==> src/rtl/sdram_frame_writer.sv <==
// Drains a show-ahead pixel FIFO into SDRAM as fixed-length write bursts
// through the controller command port, wrapping the frame buffer at FRAME_WORDS.
module sdram_frame_writer #(
  parameter int ADDRESS_WIDTH = 22,
  parameter int DATA_WIDTH    = 16,
  parameter int USED_WIDTH    = 5,
  parameter int BURST_LENGTH  = 8,
  parameter int FRAME_WORDS   = 307200,
  parameter int BASE_ADDRESS  = 0
) (
  input  logic                     clk,
  input  logic                     reset,
  input  logic                     enable,
  input  logic                     frame_sync,
  input  logic [DATA_WIDTH-1:0]    fifo_data_out,
  input  logic [USED_WIDTH-1:0]    fifo_data_out_used,
  output logic                     fifo_data_out_acknowledge,
  output logic [1:0]               command,
  output logic [ADDRESS_WIDTH-1:0] data_address,
  output logic [DATA_WIDTH-1:0]    data_write,
  input  logic                     data_write_done,
  output logic                     busy,
  output logic                     frame_done
);

  localparam int CNT_W = (BURST_LENGTH > 1) ? $clog2(BURST_LENGTH) : 1;
  localparam logic [ADDRESS_WIDTH-1:0] BASE_ADDR  = ADDRESS_WIDTH'(BASE_ADDRESS);
  localparam logic [ADDRESS_WIDTH-1:0] LAST_ADDR  = ADDRESS_WIDTH'(BASE_ADDRESS + FRAME_WORDS - 1);
  localparam logic [USED_WIDTH-1:0]    BURST_USED = USED_WIDTH'(BURST_LENGTH);
  localparam logic [CNT_W-1:0]         CNT_LOAD   = CNT_W'(BURST_LENGTH - 1);

  typedef enum logic {IDLE, WRITE} state_t;

  state_t                   state_q;
  logic [1:0]               command_q;
  logic [ADDRESS_WIDTH-1:0] data_address_q;
  logic [DATA_WIDTH-1:0]    data_write_q;
  logic [CNT_W-1:0]         countdown_q;
  logic                     sync_pending_q;
  logic                     frame_done_q;
  logic                     busy_q;

  logic                     start_d;
  logic                     write_pop_d;
  logic                     wrap_d;
  logic [ADDRESS_WIDTH-1:0] address_next_d;

  // A pending sync takes priority over starting a burst, costing one idle cycle.
  assign start_d        = (state_q == IDLE) && !sync_pending_q && enable &&
                          (fifo_data_out_used >= BURST_USED);
  assign write_pop_d    = (state_q == WRITE) && data_write_done && (countdown_q != '0);
  assign wrap_d         = (data_address_q == LAST_ADDR);
  assign address_next_d = wrap_d ? BASE_ADDR : data_address_q + ADDRESS_WIDTH'(1);

  // Gated by reset so no word is popped in a cycle whose state is being discarded.
  assign fifo_data_out_acknowledge = !reset && (start_d || write_pop_d);

  always_ff @(posedge clk) begin
    if (reset) begin
      state_q        <= IDLE;
      command_q      <= 2'd0;
      data_address_q <= BASE_ADDR;
      data_write_q   <= '0;
      countdown_q    <= '0;
      sync_pending_q <= 1'b0;
      frame_done_q   <= 1'b0;
      busy_q         <= 1'b0;
    end else begin
      frame_done_q <= 1'b0;
      case (state_q)
        IDLE: begin
          if (sync_pending_q) begin
            data_address_q <= BASE_ADDR;
            sync_pending_q <= 1'b0;
          end else if (start_d) begin
            command_q    <= 2'd1;
            data_write_q <= fifo_data_out;
            countdown_q  <= CNT_LOAD;
            busy_q       <= 1'b1;
            state_q      <= WRITE;
          end
        end
        WRITE: begin
          if (data_write_done) begin
            data_address_q <= address_next_d;
            frame_done_q   <= wrap_d;
            if (countdown_q != '0) begin
              data_write_q <= fifo_data_out;
              countdown_q  <= countdown_q - CNT_W'(1);
            end else begin
              command_q <= 2'd0;
              busy_q    <= 1'b0;
              state_q   <= IDLE;
            end
          end
        end
        default: state_q <= IDLE;
      endcase
      // A new pulse re-arms the sync even in the cycle an older one is consumed.
      if (frame_sync) sync_pending_q <= 1'b1;
    end
  end

  assign command      = command_q;
  assign data_address = data_address_q;
  assign data_write   = data_write_q;
  assign busy         = busy_q;
  assign frame_done   = frame_done_q;

endmodule

==> config.mk <==
export PLATFORM = sky130hd
export DESIGN_NAME = sdram_frame_writer
export DESIGN_NICKNAME = d
export VERILOG_FILES = /design/src/rtl/sdram_frame_writer.sv
export SDC_FILE = /design/constraint.sdc
export NUM_CORES = 1
export LEC_CHECK = 0
export ABC_AREA = 0
export CAP_MARGIN = 30
export CORE_UTILIZATION = 50
export CTS_CLUSTER_SIZE = 14
export DETAILED_ROUTE_END_ITERATION = 12
export PLACE_DENSITY = 0.87
export SLEW_MARGIN = 20
export SYNTH_ARGS = -nofsm -noshare
export SYNTH_HDL_FRONTEND = slang
export SYNTH_SLANG_ARGS = --single-unit
==> constraint.sdc <==
create_clock -name clk -period 2.7 [get_ports clk]
set_input_delay 0.27 -clock clk [delete_from_list [all_inputs] [get_ports clk]]
set_output_delay 0.27 -clock clk [all_outputs]
set_load 0.05 [all_outputs]
# Word-level counts from Yosys, hierarchy flattened
# Index checks and enable logic that the tools add are counted.
# classes
add_sub_neg	2
order_cmp	1
n_eq_ne	8
mux	31
n_bitwise	2
reduce_logical	14
# ops
op	count
two-way mux 22 bit	3
two-way mux 16 bit	4
one-hot mux 22 bit (2 select lines)	1
one-hot mux 16 bit (2 select lines)	1
adder 22 x 1 -> 22 bit (second input constant)	1
equality test 22 x 19 -> 1 bit (second input constant)	1
two-way mux 3 bit	4
inequality test 2 bit (second input constant)	6
two-way mux 1 bit	10
two-way mux 2 bit	4
AND reduction 4 bit	2
logical AND 1 bit	6
one-hot mux 3 bit (2 select lines)	1
greater-or-equal comparator 5 x 4 -> 1 bit (second input constant)	1
one-hot mux 1 bit (2 select lines)	2
one-hot mux 2 bit (2 select lines)	1
nonzero test 3 bit	1
OR reduction 3 bit	1
subtractor 3 x 1 -> 3 bit (second input constant)	1
logical NOT 1 bit	2
inequality test 2 x 1 -> 1 bit (second input constant)	1
NOT 1 bit	2
AND reduction 2 bit	1
logical OR 1 bit	1
# totals
ff_bits	47
output_inout_bits	43
word_cells	66

# Depth between registers and ports, before layout
# Gate-level depths: netlist (run 1).
# depth
ltp_word	7
depth_mapped	9

# Worst setup path after synthesis (run 1)
# No wires, ideal clock.
# synth_timing
path_kind	flip-flop to output port
start	register state_q
end	output fifo_data_out_acknowledge
arrival_time_ns	1.954
required_time_ns	2.430
slack_ns	0.476
stages_incl_launch_ff	9
path_cell_list	dfxtp_1 > buf_4 > and2_1 > clkbuf_1 > nand2_1 > and2_1 > buf_2 > buf_2 > nor2_1
# synth_between
elab_chain_len	6
word_cells_on_any_way	8
classes_between	1 x bitwise; 7 x reduce/logical
# synth_lines
item	line_no	source
start: declaration	34	state_t state_q;
start signal: assignment	60	state_q <= IDLE;
start signal: assignment	80	state_q <= WRITE;
start signal: assignment	93	state_q <= IDLE;
NOT 1 bit	--	
logical AND 1 bit (3 in a row)	49	assign start_d = (state_q == IDLE) && !sync_pending_q && enable &&
logical OR 1 bit (*)	56	assign fifo_data_out_acknowledge = !reset && (start_d || write_pop_d);
logical AND 1 bit (*)	56	
end: declaration	17	output logic fifo_data_out_acknowledge,
# Mark *: on every way between the ends. The rest lies on a longest branch, timed or not.

# Worst setup path after layout (run 1)
# Same ends and word-level chain as after synthesis.

==> results.json, run 1 <==
{
  "maxSlewViolCount": 0,
  "synth-seq-cells": 45,
  "wl_um": 5490,
  "syn_inst": 273,
  "clockBufferDepth": 2,
  "die_w_um": 69.2,
  "synth_seq_area_share_pct": 40.0,
  "arrival_ns": 1.89,
  "critPathLaunchType": "flip-flop",
  "grt_use_total_pct": 22.9,
  "area_growth_pct": 33.5,
  "synth_ff_type": "dfxtp_1",
  "dr.pass1.iters": 4,
  "cts_max_level": 2,
  "synth_top_cells_by_area": "dfxtp_1 40%, nand2_1 10%, a21oi_1 7.1%, nor4_4 3.8%, nand3_1 3.6%",
  "hold_violations": 0,
  "ant_nets": 0,
  "crit_type": "reg -> out",
  "power.leakage_uw": 0.00104,
  "rsz0062_at_grt": "no",
  "grt_pass1_wl_um": 8940,
  "core_mm2": 0.00435,
  "drive_gt1_share_pct": 8.08,
  "via_count": 2178,
  "path_clk_slew_ns": 0.09,
  "post_cts_resized": 0,
  "syn_nets": 302,
  "critPathMaxStageDelay_ns": 0.58,
  "rr_worst_depth": 5,
  "grt_max_degree": 34,
  "end_kind": "output pin",
  "max-cap-violations": 0,
  "instances_no_fill": 386,
  "cts_hold_buf": 0,
  "yosysTopAreaCellShare_pct": 40.0,
  "worst_pin_slew_ns": 0.693,
  "drcViolationCount": 0,
  "path_cells": "and2_1, nand2_1, and2_1, nor2_1, buf_12",
  "power-per-cell-area_mw_per_mm2": 472,
  "cp_top_family": "simple AND/OR/NAND/NOR gates",
  "portBuffers": 64,
  "cts_tree": "built",
  "synth.avg_cell_area_um2": 8.26,
  "hp-class": "reg -> reg",
  "status": "finished, final reports clean",
  "vias_per_cell": 5.64,
  "cp.buffers_inverters": 1,
  "slew_headroom_pct": 53.8,
  "gr-total-overflow": 0,
  "syn_area_mm2": 0.00225,
  "synth_edf_count": 0,
  "cp.depth": 5,
  "required_ns": 2.43,
  "hpwl_um": 3940,
  "wl_per_cell_um": 14.2,
  "grt_pass1_vias": 1943,
  "critPathMostFrequentCell": "and2_1",
  "fin_nets": 362,
  "critPathMaxFanout": 10,
  "setup_viol": 0,
  "fin_setup_tns_ns": 0,
  "p_total_uw": 1420,
  "antenna_found_initial": 0,
  "critPathSlowestCell": "dfxtp_1",
  "ys_warn_count": 0,
  "die_y_um": 69.2,
  "placed_cells": 378,
  "yosys.cell_types.count": 47,
  "cts_buffers": 5,
  "post-route-period-util_pct": 80.1,
  "worstHoldPathCells": 2,
  "die_area_mm2": 0.00478,
  "synthArstFlopShare_pct": 0,
  "n_antenna_cell": 0,
  "root_buffer": "clkbuf_8",
  "drt_iter0_drc": 165,
  "timing.final.crit_period_ns": 2.16,
  "max_freq_mhz": 463,
  "globalplace.congestion": 0.881,
  "fin_skew_ns": 0.00630,
  "cts_sinks": 45,
  "clk-insertion-delay-late_ns": 0.30,
  "yosysTopAreaCell": "dfxtp_1",
  "top_level_ports": 69,
  "start_util_pct": 51.8,
  "max-vdd-ir-drop_v": 0.000310,
  "postCtsSetupBuffers": 0,
  "row_count": 24
}
==> tightest hold or removal path, delay by kind of cell (launching register included) <==
kind	cells	cell delay (ns)
flip-flops	1	0.31
AND/OR/NAND/NOR	1	0.05
AO/OA/AOI/OAI	1	0.05
==> per-layer routing <==
layer  vias to the layer above  GRT usage [%]  part of all wire, %
li1                       1084              -                    -
met1                      1003           29.8                   44
met2                        75           36.1                   48
met4                         0           11.3                  2.6
met3                        16           4.68                  5.6
met5                         -              0                    0
==> sequential cells by signal, summed over array words and instances, names as in the netlist <==
| signal | flops |
|---|---|
| data_address | 22 |
| command | 1 |
| countdown_q | 3 |
| state_q | 1 |
| frame_done | 1 |
| sync_pending_q | 1 |
| data_write | 16 |
==> cells in the final DEF (no fill, tap or decap), types with 2 or more instances in the layout <==
master and instances:
nand4bb_1 2, nor2_1 16, buf_4 4, nor2b_1 2, nand2_1 60, nand4_1 6, clkdlybuf4s50_1 63, a31oi_1 2
mux2i_1 7, o21ai_0 7, xnor2_1 2, xor2_1 2, a311oi_1 2, nor3_1 5, a21oi_1 32, nor4_4 4
inv_1 5, a211oi_1 2, and2_1 4, and3_1 2, a21oi_2 5, dfxtp_1 45, nand2b_1 5, or4b_1 2
ha_1 3, clkbuf_8 6, o211ai_1 2, nand3_1 16
==> final timing paths <==
path,start,slack (ns),end
setup / recovery,state_q$_SDFF_PP0_,0.54,fifo_data_out_acknowledge
hold / removal,data_write[9]$_SDFFE_PP0P_,0.45,data_write[9]$_SDFFE_PP0P_
setup reg to reg,state_q$_SDFF_PP0_,0.61,data_address[21]$_SDFFE_PP0P_
hold reg to reg,data_write[9]$_SDFFE_PP0P_,0.45,data_write[9]$_SDFFE_PP0P_
==> cell families (layout without fill, tap and decap cells) <==
| logic type | count (synthesis) | count (layout) | synth area share, % |
|---|---|---|---|
| AND/OR/NAND/NOR | 133 | 133 | 31.9 |
| XOR/XNOR | 4 | 4 | 1.55 |
| adder cells (fa/ha/maj) | 3 | 3 | 1.66 |
| AO/OA/AOI/OAI | 59 | 59 | 16.0 |
| flip-flops | 45 | 45 | 40.0 |
| buffers and inverters | 20 | 81 | 4.72 |
| multiplexers | 8 | 8 | 4.11 |
| other | 1 | 1 | 0.166 |
==> cell type report <==
cell class	instances	area [um^2]
Clock buffer	6	82.6
Clock inverter	2	13.8
Fill cell	346	1350
Inverter	5	18.8
Multi-Input combinational cell	208	1250
Sequential cell	45	901
Tap cell	52	65.1
Timing Repair Buffer	68	681
==> where the power goes <==
group / internal [uW] / leakage (uW) / switching, uW
clock: 208 / 0.0000512 / 237
combinational: 103 / 0.000626 / 166
sequential: 689 / 0.000366 / 18.7
total: 999 / 0.00104 / 421
==> cell usage after synthesis (all sizes together) (3+ instances only) <==
| cell | n |
|---|---|
| nand2 | 60 |
| nand2b | 5 |
| buf | 9 |
| nor4 | 6 |
| or4b | 3 |
| o21ai | 7 |
| clkbuf | 6 |
| a21oi | 37 |
| nand4 | 6 |
| nor2 | 16 |
| nand3 | 16 |
| ha | 3 |
| nor3 | 5 |
| inv | 5 |
| dfxtp | 45 |
| and2 | 4 |
| mux2i | 8 |
==> per-stage QoR <==
stage	utilization [%]	worst slack (ns)	area, um^2	hold WS (ns)
finish	69.1	0.538	3010	0.453
global route	69.1	0.417	3010	0.470
CTS	69.1	0.509	3010	0.454
detailed placement	66.9	0.386	2910	0.442
global placement	66.9	0.447	2910	0.437
floorplan	-	0.476	2250	0.387
Power figures use the tool's default switching activity.
==> run 2: changes to the inputs <==
--- a/config.mk
+++ b/config.mk
@@ -7,10 +7,10 @@
 export LEC_CHECK = 0
 export ABC_AREA = 0
 export CAP_MARGIN = 30
-export CORE_UTILIZATION = 50
+export CORE_UTILIZATION = 42
 export CTS_CLUSTER_SIZE = 14
 export DETAILED_ROUTE_END_ITERATION = 12
-export PLACE_DENSITY = 0.87
+export PLACE_DENSITY = 0.78
 export SLEW_MARGIN = 20
 export SYNTH_ARGS = -nofsm -noshare
 export SYNTH_HDL_FRONTEND = slang
==> constraint.sdc (replaced) <==
create_clock -name clk -period 1.8 [get_ports clk]
set_input_delay 0.18 -clock clk [delete_from_list [all_inputs] [get_ports clk]]
set_output_delay 0.18 -clock clk [all_outputs]
set_load 0.05 [all_outputs]
==> run 2 against run 1 <==
  * Die area increased by 18%
  * Via count up 3.0%
  * Critical path depth shrank 4
  * Sequential power rose by 50%
  * Combinational power rose by 71%
  * Non-clock buffer count rose by 29
  * Critical endpoint is now data_address[16]
  * Largest power group unchanged
==> results.json, run 2 (synthesis results as in run 1) <==
{
  "fin_skew_ns": 0.00698,
  "core_mm2": 0.00514,
  "cts_buffers": 5,
  "die_area_mm2": 0.00567,
  "row_count": 26,
  "hpwl_um": 4340,
  "status": "finished, final reports clean",
  "clk-insertion-delay-late_ns": 0.30,
  "cts_max_level": 2,
  "die_y_um": 75.3,
  "rsz0062_at_grt": "yes",
  "path_clk_slew_ns": 0.09,
  "largest_reg_flops": 22,
  "min_delay_worst_endpoint": "data_write[13]$_SDFFE_PP0P_",
  "worst_pin_slew_ns": 0.515,
  "critPathSlowestCell": "clkdlybuf4s50_1",
  "top_layer": "met4",
  "wl_um": 5780,
  "layout_common_cells": "60 x nand2_1, 60 x clkdlybuf4s50_1, 33 x buf_4, 31 x a21oi_1, 23 x dfxtp_1",
  "worstHoldPathCells": 3,
  "dr.pass1.iters": 6,
  "timing.final.crit_period_ns": 1.77,
  "drt_iter0_drc": 178,
  "drive_gt1_share_pct": 23.4,
  "portBuffers": 64,
  "n_antenna_cell": 0,
  "maxSlewViolCount": 0,
  "setup_viol": 0,
  "drcViolationCount": 0,
  "end_kind": "output pin",
  "fin_setup_tns_ns": 0,
  "wl_met3_um": 232,
  "grt_max_degree": 33,
  "area_growth_pct": 48.6,
  "gr-total-overflow": 0,
  "vias_per_cell": 5.18,
  "clockBufferDepth": 2,
  "power-per-cell-area_mw_per_mm2": 667,
  "wl_met1_um": 2620,
  "via_count": 2244,
  "root_buffer": "clkbuf_8",
  "antenna_found_initial": 0,
  "max-vdd-ir-drop_v": 0.000437,
  "die_w_um": 75.3,
  "r2r-end": "data_address[3]$_SDFFE_PP0P_",
  "cts_tree": "built",
  "required_ns": 1.62,
  "hold_violations": 0,
  "worstHoldStart": "fifo_data_out[13]",
  "setup_slack_ns": 0.0311,
  "met2RoutedLength_um": 2880,
  "power.leakage_uw": 0.00126,
  "path_cells": "clkdlybuf4s50_1",
  "critPathMaxFanout": 6,
  "whs_ns": 0.418,
  "placed_cells": 423,
  "ant_nets": 0,
  "max_freq_mhz": 565,
  "arrival_ns": 1.59,
  "cts_sinks": 45,
  "globalplace.congestion": 0.862,
  "critPathMaxStageDelay_ns": 0.84,
  "max-cap-violations": 0,
  "r2r_start": "data_address[21]$_SDFFE_PP0P_",
  "fin_nets": 391,
  "cts_hold_buf": 0,
  "crit_type": "reg -> out",
  "start_util_pct": 43.9,
  "hp-class": "in -> reg",
  "cp.buffers_inverters": 1,
  "preCtsSetupSlack_ns": 0.0177,
  "grt_use_total_pct": 20.4,
  "instances_no_fill": 433,
  "p_total_uw": 2230,
  "grt_pass1_vias": 1866,
  "top_level_ports": 69,
  "cp_top_family": "buffers and inverters",
  "rrSetupSlack_ns": 0.08,
  "post-route-period-util_pct": 98.3,
  "rr_worst_depth": 5,
  "slew_headroom_pct": 65.6,
  "wl_per_cell_um": 13.4,
  "grt_pass1_wl_um": 8800,
  "critPathLaunchType": "flip-flop"
}
run 2: cell types whose count changed in the layout (fill, tap and decap cells not counted), sizes merged:
cell / change
buf: +31
clkdlybuf4s50: -3
clkbuf: +1
clkinv: -1
dlymetal6s2s: +1
run 2: per-layer routing:
metal	vias up	global-route usage (%)
li1	1141	-
met1	1047	29.4
met2	51	31.2
met3	5	3.88
met4	0	5.76
met5	-	0
run 2: final cells by class:
| cell class | instances | area, um^2 |
|---|---|---|
| clock buffers | 7 | 97.6 |
| repair buffers | 97 | 921 |
| flip-flops and latches | 45 | 936 |
| well taps | 70 | 87.6 |
| multi-input cells | 208 | 1280 |
| fillers | 447 | 1790 |
| inverters | 5 | 18.8 |
| clock inverters | 1 | 8.76 |
run 2: worst max-delay path by stage:
stage          cells after the start                            end                           from  slack, ns
2_1_floorplan                      5   data_address[8]$_SDFFE_PP0P_   data_address[1]$_SDFFE_PP0P_      -0.04
3_3_place_gp                       5  data_address[12]$_SDFFE_PP0P_  data_address[21]$_SDFFE_PP0P_       0.05
3_5_place_dp                       7  data_address[21]$_SDFFE_PP0P_                data_write_done       0.02
4_1_cts                            2               data_address[14]  data_address[14]$_SDFFE_PP0P_      0.005
5_1_grt                            5  data_address[21]$_SDFFE_PP0P_   data_address[9]$_SDFFE_PP0P_      -0.03
6_report                           1               data_address[16]  data_address[16]$_SDFFE_PP0P_       0.03
run 2: stage by stage:
| stage | instance area [um^2] | utilization, % |
|---|---|---|
| 2_1_floorplan | 2300 | - |
| 3_3_place_gp | 3200 | 62.2 |
| 3_5_place_dp | 3200 | 62.2 |
| 4_1_cts | 3310 | 64.3 |
| 5_1_grt | 3350 | 65.2 |
| 6_report | 3350 | 65.2 |
run 2: repair_timing:
item | in CTS | in global routing
buffers inserted | 0 | 2
gates resized for setup | 2 | 9
hold endpoints to repair | 0 | 0
pin swaps | 0 | 2
endpoints found under the setup margin | 1 | 13
run 2: power breakdown:
part | leakage, uW | switching [uW] | total, uW | internal, uW
clock | 0.0000536 | 358 | 719 | 361
combinational | 0.000825 | 261 | 457 | 196
sequential | 0.000378 | 26.3 | 1060 | 1030
total | 0.00126 | 646 | 2230 | 1590
==> run 3: changes to the inputs <==
--- a/config.mk
+++ b/config.mk
@@ -7,10 +7,11 @@
 export LEC_CHECK = 0
 export ABC_AREA = 0
 export CAP_MARGIN = 30
-export CORE_UTILIZATION = 42
+export CORE_UTILIZATION = 44
+export CTS_BUF_LIST = sky130_fd_sc_hd__clkbuf_8
 export CTS_CLUSTER_SIZE = 14
 export DETAILED_ROUTE_END_ITERATION = 12
-export PLACE_DENSITY = 0.78
+export PLACE_DENSITY = 0.81
 export SLEW_MARGIN = 20
 export SYNTH_ARGS = -nofsm -noshare
 export SYNTH_HDL_FRONTEND = slang
==> run 3 against run 2 <==
  * First-iteration DRC count shrank 45%
  * Worst hold slack improved by 0.0013 ns
  * Clock skew barely moved
  * Cell area is 0.45% lower
  * Worst setup slack lost 0.0062 ns
  * Non-clock buffer count down 8
  * Global-route usage increased by 2.7 points
  * Combinational power about the same
  * Critical path depth is 5 higher
  * Clock power grew 26%
  * Register-to-register slack got worse by 0.06 ns
==> results.json, run 3 (synthesis results as in run 1) <==
{
  "largest_reg_flops": 22,
  "drcViolationCount": 0,
  "grt_use_total_pct": 23.2,
  "p_comb_share_pct": 18.9,
  "dr.pass1.iters": 4,
  "cts_max_level": 2,
  "worstHoldPathCells": 3,
  "max-cap-violations": 0,
  "setup_viol": 0,
  "fin_nets": 384,
  "clockBufferDepth": 2,
  "drt_iter0_drc": 98,
  "critPathLaunchType": "flip-flop",
  "worst_pin_slew_ns": 0.513,
  "hold_violations": 0,
  "p_int_uw": 1770,
  "fin_setup_tns_ns": 0,
  "cts_sinks": 45,
  "area_growth_pct": 47.9,
  "post-route-period-util_pct": 98.6,
  "portBuffers": 64,
  "drive_gt1_share_pct": 23.0,
  "root_buffer": "clkbuf_8",
  "end_kind": "flip-flop",
  "grt_pass1_wl_um": 9630,
  "cp.depth": 6,
  "antenna_found_initial": 0,
  "max-vdd-ir-drop_v": 0.000514,
  "critPathMostFrequentCell": "o21ai_0",
  "crit_type": "reg -> reg",
  "cp.buffers_inverters": 1,
  "clk-insertion-delay-late_ns": 0.30,
  "wl_per_cell_um": 14.8,
  "hp-class": "in -> reg",
  "fin_skew_ns": 0.00721,
  "n_antenna_cell": 0,
  "nFillCells": 399,
  "globalplace.congestion": 0.853,
  "critPathMaxFanout": 6,
  "die_y_um": 73.6,
  "cts_tree": "built",
  "power.leakage_uw": 0.00123,
  "p_clk_share_pct": 37.4,
  "critPathMaxStageDelay_ns": 0.55,
  "gr-total-overflow": 0,
  "swShare_pct": 26.7,
  "slew_headroom_pct": 65.7,
  "die_w_um": 73.6,
  "timing.final.crit_period_ns": 1.78,
  "path_clk_slew_ns": 0.09,
  "max_freq_mhz": 563,
  "grt_pass1_vias": 2032,
  "status": "finished, final reports clean",
  "cp_top_family": "simple AND/OR/NAND/NOR gates",
  "die_area_mm2": 0.00541,
  "path_cells": "or4_4, nor4_4, buf_4, a211oi_1, o21ai_0, o21ai_0",
  "rsz0062_at_grt": "yes",
  "instances_no_fill": 423,
  "hpwl_um": 4270,
  "start_util_pct": 46.8,
  "placed_cells": 411,
  "rr_worst_depth": 6,
  "core_mm2": 0.00482,
  "layout_common_cells": "60 x nand2_1, 60 x clkdlybuf4s50_1, 29 x a21oi_1, 25 x buf_4, 23 x dfxtp_1",
  "grt_max_degree": 18,
  "vias_per_cell": 5.43,
  "rrSetupSlack_ns": 0.02,
  "arrival_ns": 1.96,
  "switchingPower_uw": 647,
  "ant_nets": 0,
  "critPathSlowestCell": "or4_4",
  "power-per-cell-area_mw_per_mm2": 725,
  "maxSlewViolCount": 0,
  "top_level_ports": 69,
  "cts_buffers": 5,
  "p_total_uw": 2420,
  "via_count": 2299,
  "row_count": 25,
  "required_ns": 1.98,
  "wl_um": 6270,
  "seq_power_share_pct": 43.7
}
run 3: cell count changes in the layout (fill, tap and decap cells not counted), moves of 2 or more:
cell	delta
a21oi_1	-2
bufinv_16	+2
buf_4	-8
a21oi_2	+2
run 3: power by group through the flow:
stage	sequential (uW)	combinational, uW	clock [uW]
after floorplan	1170	170	0
after global routing	1060	488	950
final	1060	456	905
after detailed placement	1080	441	0
after global placement	1080	433	0
after CTS	1060	445	916
run 3: through the flow:
stage	worst slack [ns]	cell area (um^2)	util (%)	hold WS [ns]
after floorplan	-0.0424	2300	-	0.297
final	0.0250	3340	69.2	0.419
after global routing	-0.0413	3340	69.2	0.440
after detailed placement	-0.190	3120	64.7	0.449
after CTS	0.00706	3260	67.7	0.420
after global placement	-0.144	3120	64.7	0.438
run 3: final timing paths:
kind	to	from
max	data_address[5]$_SDFFE_PP0P_	data_address[20]$_SDFFE_PP0P_
min	data_write[2]$_SDFFE_PP0P_	fifo_data_out[2]
max reg2reg	data_address[5]$_SDFFE_PP0P_	data_address[20]$_SDFFE_PP0P_
min reg2reg	countdown_q[0]$_SDFFE_PP0P_	countdown_q[0]$_SDFFE_PP0P_
run 3: worst reg2reg max path: stages, from the launching register on:
cell and delay, ns:
dfxtp_2 0.36, or4_4 0.55, nor4_4 0.22, buf_4 0.19
a211oi_1 0.08, o21ai_0 0.17, o21ai_0 0.10
run 3: area by class of cell:
class                           count  area [um^2]  share of cell area (%)
Tap cell                           67         83.8                    2.51
Multi-Input combinational cell    209         1310                    39.4
Sequential cell                    45          936                    28.1
Clock inverter                      3         65.1                    1.95
Inverter                            5         18.8                   0.563
Clock buffer                        5         68.8                    2.06
Timing Repair Buffer               89          850                    25.5
run 3: what timing repair did:
item / in CTS / in global routing
hold endpoints to repair: 0 / 0
endpoints found under the setup margin: 2 / 17
gates cloned: 0 / 1
resized for setup: 5 / 11
hold buffers: 0 / 0
setup buffers: 0 / 3
pin swaps: 0 / 2
run 3: routing by layer:
metal / vias up / global-route usage (%) / part of all wire [%]
met2: 64 / 35.2 / 49
met3: 11 / 4.25 / 4.8
li1: 1127 / - / -
met5: - / 0 / 0
met1: 1097 / 32.8 / 45
met4: 0 / 8.12 / 2.0
